--- src/rtl/seqdet_multi.sv ---
// Multi-channel serial pattern detector with per-channel care masks and overlap control.
// Define SEQDET_MULTI_CNT_EN to build the per-channel saturating hit counters.
module seqdet_multi #(
  parameter int W  = 6,
  parameter int N  = 2,
  parameter int CW = 8
) (
  input  logic            clk,
  input  logic            rst,
  input  logic            x,
  input  logic            x_valid,
  input  logic [N*W-1:0]  match,
  input  logic [N*W-1:0]  care,
  input  logic            overlap,
  input  logic            clr_cnt,
  output logic [W-1:0]    q,
  output logic [N-1:0]    z,
  output logic            z_any,
  output logic            filled,
  output logic [N*CW-1:0] hit_cnt
);

  localparam int FW = $clog2(W + 1);
  localparam int GW = $clog2(W);
  localparam logic [FW-1:0] FILL_MAX   = FW'(W);
  localparam logic [FW-1:0] FILL_LAST  = FW'(W - 1);
  localparam logic [GW-1:0] GUARD_INIT = GW'(W - 1);

  logic [FW-1:0] fill_cnt;
  logic [GW-1:0] guard [N];
  logic [W-1:0]  nq;
  logic          full_next;
  logic [N-1:0]  hit;

  assign nq        = {q[W-2:0], x};
  assign full_next = (fill_cnt >= FILL_LAST);
  assign filled    = (fill_cnt == FILL_MAX);
  assign z_any     = |z;

  // hit evaluation against the candidate window that this edge would produce
  always_comb begin
    hit = '0;
    for (int i = 0; i < N; i++) begin
      if (x_valid && full_next &&
          (((nq ^ match[i*W +: W]) & care[i*W +: W]) == '0) &&
          (overlap || (guard[i] == '0)))
        hit[i] = 1'b1;
    end
  end

  // p0: shift register, fill count, pulses and non-overlap guards
  always_ff @(posedge clk) begin
    if (rst) begin
      q        <= '0;
      fill_cnt <= '0;
      z        <= '0;
      for (int i = 0; i < N; i++) guard[i] <= '0;
    end else begin
      z <= hit;
      if (x_valid) begin
        q <= nq;
        if (fill_cnt != FILL_MAX) fill_cnt <= fill_cnt + 1'b1;
        for (int i = 0; i < N; i++) begin
          // a hit in overlapping mode leaves the channel armed
          if (hit[i])              guard[i] <= overlap ? '0 : GUARD_INIT;
          else if (guard[i] != '0) guard[i] <= guard[i] - 1'b1;
        end
      end
    end
  end

`ifdef SEQDET_MULTI_CNT_EN
  function automatic logic [CW-1:0] sat_inc(input logic [CW-1:0] v);
    return (&v) ? v : v + 1'b1;
  endfunction

  logic [CW-1:0] cnt [N];

  // p0: hit counters, clear takes precedence over a same-edge hit
  always_ff @(posedge clk) begin
    for (int i = 0; i < N; i++) begin
      if (rst || clr_cnt) cnt[i] <= '0;
      else if (hit[i])    cnt[i] <= sat_inc(cnt[i]);
    end
  end

  always_comb begin
    hit_cnt = '0;
    for (int i = 0; i < N; i++) hit_cnt[i*CW +: CW] = cnt[i];
  end
`else
  logic unused_clr;
  assign unused_clr = clr_cnt;
  assign hit_cnt    = '0;
`endif

endmodule

--- config.mk ---
export PLATFORM = sky130hd
export DESIGN_NAME = seqdet_multi
export DESIGN_NICKNAME = d
export VERILOG_FILES = /design/src/rtl/seqdet_multi.sv
export SDC_FILE = /design/constraint.sdc
export NUM_CORES = 1
export LEC_CHECK = 0
export ABC_CLOCK_PERIOD_IN_PS = 2000
export CORE_MARGIN = 5
export CORE_UTILIZATION = 36
export CTS_BUF_LIST = sky130_fd_sc_hd__clkbuf_16
export DETAILED_ROUTE_END_ITERATION = 16
export PLACE_DENSITY = 0.85
export SLEW_MARGIN = 20
export SYNTH_ARGS = -nofsm -noshare
export SYNTH_HDL_FRONTEND = slang
export SYNTH_SLANG_ARGS = --single-unit
--- constraint.sdc ---
create_clock -name clk -period 2 [get_ports clk]
set_clock_uncertainty 0.05 [all_clocks]
set_input_delay 0.2 -clock clk [delete_from_list [all_inputs] [get_ports clk]]
set_output_delay 0.2 -clock clk [all_outputs]
set_load 0.1 [all_outputs]
==> out/summary.log <==
qor: status.run_status finished clean
qor: grt.antenna_violations_before_repair 0
qor: floorplanning.core 3050 µm²
qor: synth.yosys_warnings 0
qor: place.gp_congestion 0.791
qor: place.hpwl 2140 µm
qor: timing.setup-tns-final 0 ns
qor: setup_path.crit_type flip-flop to flip-flop
qor: grt.global_route.overflow_total 0
qor: floorplanning.placementRows 20
qor: clocking.cts_root_buf sky130_fd_sc_hd__clkbuf_16
qor: place.dpl.cell_count 213
qor: synth.synth-adder-area-share 0.0761
qor: setup_path.critPathCaptureType flip-flop
qor: timing.timing_max_transition_violations_final 0
qor: floorplanning.die_width 66.5 µm
qor: synth.asyncSetResetFlopFracSynth 0
qor: final_layout.stdcell_area 1680 µm²
qor: job.maxCapViolCount 0
qor: final_layout.layoutNonFillerInstCount 217
qor: setup_path.critical-path-top-delay-family simple AND/OR/NAND/NOR gates
qor: clocking.clk_pin_slew_worst_paths 0.05 ns
qor: timing.hold_slack 0.455 ns
qor: setup_path.timing.critical_path.required 1.94 ns
qor: synth.flip_flop_and_latch_count_after_synthesis 17
qor: route.post-route-drc-count 0
qor: pwr.vdd_ir_drop_max 0.332 mV
qor: route.totalWireLength 2720 µm
qor: grt.maximum_number_of_pins_on_one_net_before_global_route_repair 10
qor: route.first_iter_violations 15
qor: place.placement.cell_area 1580 µm²
qor: clocking.cts_tree built
qor: synth.synthesis.area_per_instance 9.36 µm²
qor: synth.synth_top_family_by_area simple AND/OR/NAND/NOR gates
qor: timing.timing.final.ws_setup 0.116 ns
qor: grt.grtUsageTotal 0.123
qor: floorplanning.io_pins 56
qor: final_layout.fillers 284
qor: place.place_worst_setup_slack -0.0705 ns
qor: final_layout.post-route-util 0.550
qor: setup_path.top_fanout_value_on_the_critical_path 6
qor: synth.synth-simple-area-share 0.149
qor: final_layout.post_route_cells_drive_above_1_share 0.220
qor: clocking.cts_h_tree_depth 1
qor: synth.synth_area_leaders sky130_fd_sc_hd__dfxtp_1 19%, sky130_fd_sc_hd__edfxtp_1 16%, sky130_fd_sc_hd__buf_4 10%
qor: route.ant_nets 0
qor: clocking.post_cts_buffers 0
qor: timing.finalSetupViolCount 0
qor: route.wire_per_inst 12.5 µm
qor: setup_path.cp_common_cell sky130_fd_sc_hd__ha_1
qor: synth.yosys-mux-area-fraction 0.0522
qor: route.detailroute.via_count 999
qor: timing.hold_viol_final 0
qor: setup_path.worst_ep_arrival_time 1.82 ns
qor: final_layout.seqCellArea 407 µm²
qor: setup_path.slowest_delay 0.38 ns
qor: setup_path.critical_path_cell_by_cell inv_1 -> ha_1 -> ha_1 -> o211ai_2 -> nor2_1 -> or3_1
qor: clocking.postCtsHoldBufs 0
qor: synth.netlist-cell-type-count 32
qor: final_layout.multiInputGateArea 656 µm²
qor: clocking.clock_sinks 17
qor: synth.synth-compound-area-share 0.126
qor: final_layout.syn2layout_area_growth 46.0%
qor: synth.netlist.top_cell.by_area sky130_fd_sc_hd__dfxtp_1
qor: setup_path.highest_delay_cell_along_the_critical_path sky130_fd_sc_hd__or3_1
qor: synth.yosys_most_used_dff sky130_fd_sc_hd__dfxtp_1
qor: timing.min_period 1.88 ns
qor: pwr.power_density 678 nW/µm²
qor: setup_path.startpoint_type flip-flop
qor: clocking.insertion_delay 0.25 ns
qor: floorplanning.fp.dieH 66.5 µm
qor: final_layout.antenna_cells 0
qor: synth.synth_xor_area_frac 0.0989
qor: synth.syn-instance-count 123
qor: final_layout.final_nets 211
qor: floorplanning.initial_cell_density_of_the_core 0.377
qor: synth.syn-cell-area 1150 µm²
qor: setup_path.crit_buf_inv 1
qor: timing.timing.final.crit_share 0.942
qor: final_layout.final_common_cell sky130_fd_sc_hd__clkdlybuf4s50_1
qor: grt.grt_first_pass_wirelength 4170 µm
qor: synth.synth_edf_count 6
qor: final_layout.final_cell_mix 28 x sky130_fd_sc_hd__clkdlybuf4s50_1, 20 x sky130_fd_sc_hd__buf_4, 16 x sky130_fd_sc_hd__conb_1
qor: route.drt_pre_antenna_iters 4
qor: floorplanning.dieArea 4430 µm²
qor: synth.synth_seq_area_share 0.348
qor: route.vias_per_cell 4.60
qor: synth.yosysTopAreaCellShare 0.191
qor: clocking.cts-root-to-sink-buffers 2
qor: pwr.total_power 1.14 mW
qor: clocking.cts_buf_count 3
qor: grt.grt_pass1_vias 1005
qor: pwr.leakagePower 0.768 nW
qor: place.portBuffers 38
qor: worst_hold_path.worstHoldPathType flip-flop to flip-flop
qor: timing.max_freq 531 MHz
-- worst register-to-register path: stages, from the launching register on --
cell,delay [ns]
sky130_fd_sc_hd__edfxtp_1,0.32
sky130_fd_sc_hd__inv_1,0.06
sky130_fd_sc_hd__ha_1,0.19
sky130_fd_sc_hd__ha_1,0.22
sky130_fd_sc_hd__o211ai_2,0.29
sky130_fd_sc_hd__nor2_1,0.10
sky130_fd_sc_hd__or3_1,0.38
-- synthesized netlist by cell type, drive strengths merged, types with 2 or more instances --
library cell  instances
o21ai                 2
nand2                 4
edfxtp                6
nand2b                2
dfxtp                11
buf                  17
a22oi                 4
mux2i                 6
o211ai                5
nor3                  3
or3                   2
a21oi                 3
o221ai                2
xor2                 12
inv                   9
ha                    7
or2                   4
nor2                 13
-- timing repair --
item / 4_1_cts / 5_1_grt
gates resized for setup: 1 / 2
endpoints found under the hold margin: 0 / 0
setup endpoints to repair: 3 / 4
-- report_power, final --
group / switching [mW] / internal [mW]
clock: 0.130 / 0.265
combinational: 0.237 / 0.114
sequential: 0.0120 / 0.381
total: 0.378 / 0.760
-- state kept, by name, summed over array words and instances (netlist names) --
signal,cells
guard,6
q,6
fill_cnt,3
z,2
-- path summary, 6_finish.rpt --
| check | start | endpoint | slack, ns | depth (start not counted) |
|---|---|---|---|---|
| max | guard[1][0]$_DFFE_PP_ | guard[1][1]$_SDFFCE_PN0P_ | 0.12 | 6 |
| min | q[5]$_SDFFE_PP0P_ | q[5]$_SDFFE_PP0P_ | 0.46 | 2 |
| max reg2reg | guard[1][0]$_DFFE_PP_ | guard[1][1]$_SDFFCE_PN0P_ | 0.12 | 6 |
| min reg2reg | q[5]$_SDFFE_PP0P_ | q[5]$_SDFFE_PP0P_ | 0.46 | 2 |
-- kinds of logic after synthesis --
group,after synthesis
flip-flops,17
other,1
multiplexers,6
AO/OA/AOI/OAI,19
adder cells (fa/ha/maj),7
buffers and inverters,27
XOR/XNOR,13
AND/OR/NAND/NOR,33
-- per-layer routing --
layer | up-vias | track usage | part of all wire
met3 | 6 | 0.0270 | 0.058
met4 | 0 | 0.0558 | 0.021
met2 | 38 | 0.233 | 0.55
met1 | 463 | 0.126 | 0.37
li1 | 492 | - | -
met5 | - | 0 | 0
-- area by class of cell --
class                   count  area share
multi-input cells          94       0.390
repair buffers             49       0.268
flip-flops and latches     17       0.242
clock buffers               3      0.0447
well taps                  44      0.0328
inverters                   9      0.0201
clock inverters             1     0.00223
Note: power is estimated with default switching activity, not from simulation.
